==> src/rtl/regfile_write_arbiter.sv <==
// regfile_write_arbiter: round-robin sharing of the register-file write port between two buffered requesters
module regfile_write_arbiter #(
    parameter int DATA_W   = 64,
    parameter int NUM_REGS = 32,
    parameter int ADDR_W   = 5,
    parameter int ZERO_REG = 31
) (
    input  logic                clk,
    input  logic                reset,
    input  logic                a_valid,
    output logic                a_ready,
    input  logic [ADDR_W-1:0]   a_addr,
    input  logic [DATA_W-1:0]   a_data,
    input  logic                b_valid,
    output logic                b_ready,
    input  logic [ADDR_W-1:0]   b_addr,
    input  logic [DATA_W-1:0]   b_data,
    output logic [NUM_REGS-1:0] en,
    output logic [DATA_W-1:0]   din,
    output logic [NUM_REGS-1:0] pend
);
    localparam logic [NUM_REGS-1:0] ONE = NUM_REGS'(1);
    logic                a_full_q, a_full_d, b_full_q, b_full_d, rr_q, rr_d;
    logic [ADDR_W-1:0]   a_addr_q, a_addr_d, b_addr_q, b_addr_d, g_addr;
    logic [DATA_W-1:0]   a_data_q, a_data_d, b_data_q, b_data_d, g_data, din_q, din_d;
    logic [NUM_REGS-1:0] en_q, en_d;
    logic                gnt_a, gnt_b, a_xfer, b_xfer;
    always_comb begin
        // rr_q set means B has priority on the next contention
        gnt_a    = a_full_q & (~b_full_q | ~rr_q);
        gnt_b    = b_full_q & ~gnt_a;
        a_ready  = ~a_full_q | gnt_a;
        b_ready  = ~b_full_q | gnt_b;
        a_xfer   = a_valid & a_ready;
        b_xfer   = b_valid & b_ready;
        a_full_d = a_xfer | (a_full_q & ~gnt_a);
        b_full_d = b_xfer | (b_full_q & ~gnt_b);
        a_addr_d = a_xfer ? a_addr : a_addr_q;
        a_data_d = a_xfer ? a_data : a_data_q;
        b_addr_d = b_xfer ? b_addr : b_addr_q;
        b_data_d = b_xfer ? b_data : b_data_q;
        rr_d     = gnt_a ? 1'b1 : gnt_b ? 1'b0 : rr_q;
        g_addr   = gnt_a ? a_addr_q : b_addr_q;
        g_data   = gnt_a ? a_data_q : b_data_q;
        en_d     = ((gnt_a | gnt_b) && g_addr != ADDR_W'(ZERO_REG)) ? ONE << g_addr : '0;
        din_d    = (gnt_a | gnt_b) ? g_data : din_q;
        pend     = ({NUM_REGS{a_full_q}} & (ONE << a_addr_q))
                 | ({NUM_REGS{b_full_q}} & (ONE << b_addr_q)) | en_q;
        pend[ZERO_REG] = 1'b0;
    end
    always_ff @(posedge clk or negedge reset) begin
        if (!reset) begin
            a_full_q <= 1'b0;
            b_full_q <= 1'b0;
            rr_q     <= 1'b0;
            a_addr_q <= '0;
            a_data_q <= '0;
            b_addr_q <= '0;
            b_data_q <= '0;
            en_q     <= '0;
            din_q    <= '0;
        end else begin
            a_full_q <= a_full_d;
            b_full_q <= b_full_d;
            rr_q     <= rr_d;
            a_addr_q <= a_addr_d;
            a_data_q <= a_data_d;
            b_addr_q <= b_addr_d;
            b_data_q <= b_data_d;
            en_q     <= en_d;
            din_q    <= din_d;
        end
    end
    assign en  = en_q;
    assign din = din_q;
endmodule
==> config.mk <==
export PLATFORM = sky130hd
export DESIGN_NAME = regfile_write_arbiter
export DESIGN_NICKNAME = d
export VERILOG_FILES = /design/src/rtl/regfile_write_arbiter.sv
export SDC_FILE = /design/constraint.sdc
export NUM_CORES = 1
export LEC_CHECK = 0
export BUFFER_PORTS_ARGS = -buffer_cell sky130_fd_sc_hd__buf_2
export CORE_MARGIN = 8
export CORE_UTILIZATION = 39
export DETAILED_ROUTE_END_ITERATION = 6
export PLACE_DENSITY_LB_ADDON = 0.1
export SYNTH_ARGS = -nofsm -noshare
export SYNTH_HDL_FRONTEND = slang
export SYNTH_SLANG_ARGS = --single-unit
==> constraint.sdc <==
create_clock -name clk -period 2.1 [get_ports clk]
set_clock_uncertainty 0.15 [all_clocks]
set_input_delay 0.105 -clock clk [delete_from_list [all_inputs] [get_ports clk]]
set_output_delay 0.105 -clock clk [all_outputs]
set_load 0.01 [all_outputs]
==> results.md <==
* Combinational group share of total power at 0.365
* Fraction of the mapped netlist area in compound gates at 0.0754
* Die Span X at ~180 um
* Sequential share of power at 0.378
* Number of standard cells in the layout, taps in and fillers out at between 1500 and 2000
* FP Rows at 60
* Area of the die at between 0.03 and 0.04 mm2
* Placed Instances at around 1500
* Detailed Route WL at between 30000 and 40000 um
* Final critical-path share of the clock period at 1.07
* Type of element capturing the critical path: output pin
* Setup slack of the critical path after layout at -152 ps
* Distinct cells, synth at 38
* H-tree depth at 1
* Area of the mapped netlist at approximately 0.011 mm2
* Nets at roughly 1400
* Global-route wire length before repair at just over 50000 um
* Drt wl/cell at 19.7 um
* Die Height at between 150 and 200 um
* FMAX at 444 MHz
* Sequential cell area fraction in the yosys report at 0.560
* Area of the core at roughly 0.027 mm2
* Overall routing resource usage at 0.195
* # Max-Cap Violations at 0
* Area share of fa/ha/maj cells after synthesis at 0
* Net switching share of the total power at 0.341
* Clock transition at the register clock pins on the worst setup and hold paths after CTS at around 60 ps
* Clock share of power at 0.256
* Leading cell types in the layout, fill and taps excluded: 266 x sky130_fd_sc_hd__buf_2, 229 x sky130_fd_sc_hd__dfrtp_1, 207 x sky130_fd_sc_hd__mux2_2
* Number of antenna violations at the first check in global routing at 0
* Root buffer cell: sky130_fd_sc_hd__clkbuf_16
* Final number of setup-violating endpoints at 23
* Post-route minimum period at around 2300 ps
* FF+latch count, synth at around 240
* I/O Pins at ~270
* TritonCTS clock tree: built
* Worst-skew pair later-pin latency at 540 ps
* Crit path DAT at 2000 ps
* Hold Crit Class: in -> reg
* Worst Tran Pin Value at just under 900 ps
* Fraction of layout cells with a size suffix above 1 at 0.473
* Switching pwr at 6.24 mW
* Initial DRC Count at 367
* Power Dens Cells at around 1200 mW/mm2
* Critical path class: reg -> out
* Post-Layout Inst Area at approximately 0.015 mm2
* Mux cell area share after synthesis at 0.228
* IO buf count at 270
* Xor and xnor area share after synthesis at 0
* Leakage Power at a little under 7 nW
* Router iterations before antenna repair at 4
* Final slew viol count at 0
* Via count at between 8000 and 9000
* Vias in the first global route at approximately 9000
* Cells after Synth at about 870
* Cell-internal power at between 10 and 15 mW
* ANT cells at 0
* Post-place instance area at around 0.012 mm2
* Routability cong. at between 0.8 and 0.9
* Ys Warns at 0
* Largest vdd supply drop at slightly below 0.7 mV
* Number of buffers created by CTS at 27
* Sort of element at the start of the critical path: flop
* HPWL after detailed placement at about 21000 um
* Number of design rule violations left after detail routing at 0
* Via density per instance at about 5.1
* CTS sink count at approximately 240
* Worst slack, placed at between 150 and 200 ps
* Worst endpoint required time at roughly 1900 ps
* Mean Syn Cell Area at around 12 um2
* Antenna Violating Nets Remaining at 0
* Maximum number of pins on one net before global-route repair at 66
* RSZ-0062 raised after global routing: yes
* Leftover overflow at the end of global routing at 0
* Most common library cell in the layout ignoring fill and taps: sky130_fd_sc_hd__buf_2
* Dominant combinational cell family by area after synthesis: multiplexers
* Failing checks: setup timing
* Area grow syn2layout at 44.3%
* Worst rel slew slack at 0.404
* Maximum root-to-sink buffer count at 3
* Flop-to-flop setup slack at about 80 ps
* Simple-gate portion of the synthesized area at 0.0926
* Initial core utilization at 0.395
* Maximum fanout count along the critical path at 5
* Final-report hold violation count at 0
* Outcome: complete, but fails checks
-- area by class of cell --
cell class                 instances  area [um2]
timing repair buffer             462        3410
multi-input combinational        538        4470
tap                              341         427
sequential                       237        5940
inverter                          33         126
fill                            2285       11500
clock buffer                      43         826
clock inverter                     5        65.1
-- cells by family (layout without fill, tap and decap cells) --
group                  after synthesis  after routing
AND/OR/NAND/NOR                    211            211
other                                1              2
AO/OA/AOI/OAI                      111            111
multiplexers                       214            214
buffers and inverters               97            543
flip-flops                         237            237
-- stage by stage --
step / TNS [ps] / total power [mW] / hold slack [ps] / utilization
finish: -2000 / 18.3 / 170 / 0.570
CTS: -2130 / 18.3 / 146 / 0.562
detailed placement: 0 / 13.1 / -52.4 / 0.466
global route: -4530 / 19.4 / 171 / 0.570
global placement: 0 / 13.0 / -44.6 / 0.466
floorplan: 0 / 10.7 / -341 / -
-- worst max-delay path, cell delays in order, from the launching register on --
cell and delay [ps]:
sky130_fd_sc_hd__dfrtp_1 380, sky130_fd_sc_hd__buf_6 130, sky130_fd_sc_hd__or4b_4 600, sky130_fd_sc_hd__o221ai_2 180, sky130_fd_sc_hd__buf_2 160
-- worst paths after layout --
| check | start | end | cells past startpoint |
|---|---|---|---|
| worst max-delay path | b_addr_q[0] | pend[4] | 4 |
| worst min-delay path | b_data[35] | b_data_q[35] | 3 |
| worst max register to register | b_full_q | en[25] | 4 |
| worst min register to register | a_data_q[15] | din[15] | 2 |
| max in group asynchronous | reset | b_data_q[2] | 4 |
| min in group asynchronous | reset | en[31] | 3 |
-- metal layers --
metal,GRT usage,part of all wire
met1,0.234,0.42
met5,0,0
met4,0.0661,0.032
met2,0.337,0.49
met3,0.0463,0.058
-- cell usage after synthesis, drive strengths merged --
| cell | n | area, um2 |
|---|---|---|
| mux2 | 209 | 2360 |
| o21a | 1 | 7.51 |
| inv | 33 | 124 |
| nor3b | 2 | 15.0 |
| o22ai | 64 | 400 |
| nand4 | 2 | 12.5 |
| a21bo | 1 | 16.3 |
| and3 | 1 | 6.26 |
| mux2i | 5 | 50.1 |
| nor4 | 9 | 56.3 |
| o221ai | 31 | 272 |
| nor4bb | 1 | 10.0 |
| nor2 | 136 | 510 |
| dfrtp | 237 | 5930 |
| or3 | 5 | 31.3 |
| buf | 45 | 267 |
| a21boi | 1 | 11.3 |
| nand4b | 4 | 35.0 |
| nand2 | 10 | 37.5 |
| a32oi | 3 | 26.3 |
| nand2b | 5 | 31.3 |
| or2 | 2 | 12.5 |
| o32a | 3 | 30.0 |
| nor2b | 5 | 31.3 |
| clkbuf | 19 | 71.3 |
| or3b | 1 | 8.76 |
| a21oi | 7 | 35.0 |
| nand3 | 6 | 30.0 |
| nand3b | 7 | 52.6 |
| or4b | 4 | 43.8 |
| conb | 1 | 3.75 |
| nor3 | 11 | 55.1 |
-- repair_timing --
item	in CTS	in global routing
setup buffers	13	4
pin swaps	18	12
resized for setup	41	29
hold buffers	142	0
hold endpoints to repair	377	0
endpoints found under the setup margin	31	34
-- state kept, by name, indices dropped and copies added, names as in the netlist --
signal / cells
a_addr_q: 5
a_data_q: 64
a_full_q: 1
b_addr_q: 5
b_data_q: 64
b_full_q: 1
din: 64
en: 32
rr_q: 1
-- power groups by stage --
stage	registers [mW]	logic [mW]	clock network, mW
final	6.93	6.69	4.69
after global routing	7.13	7.28	4.99
after CTS	6.93	6.57	4.82
after detailed placement	6.98	6.11	0
after global placement	6.97	6.03	0
after floorplan	7.02	3.65	0
(Power assumes the default switching activity.)
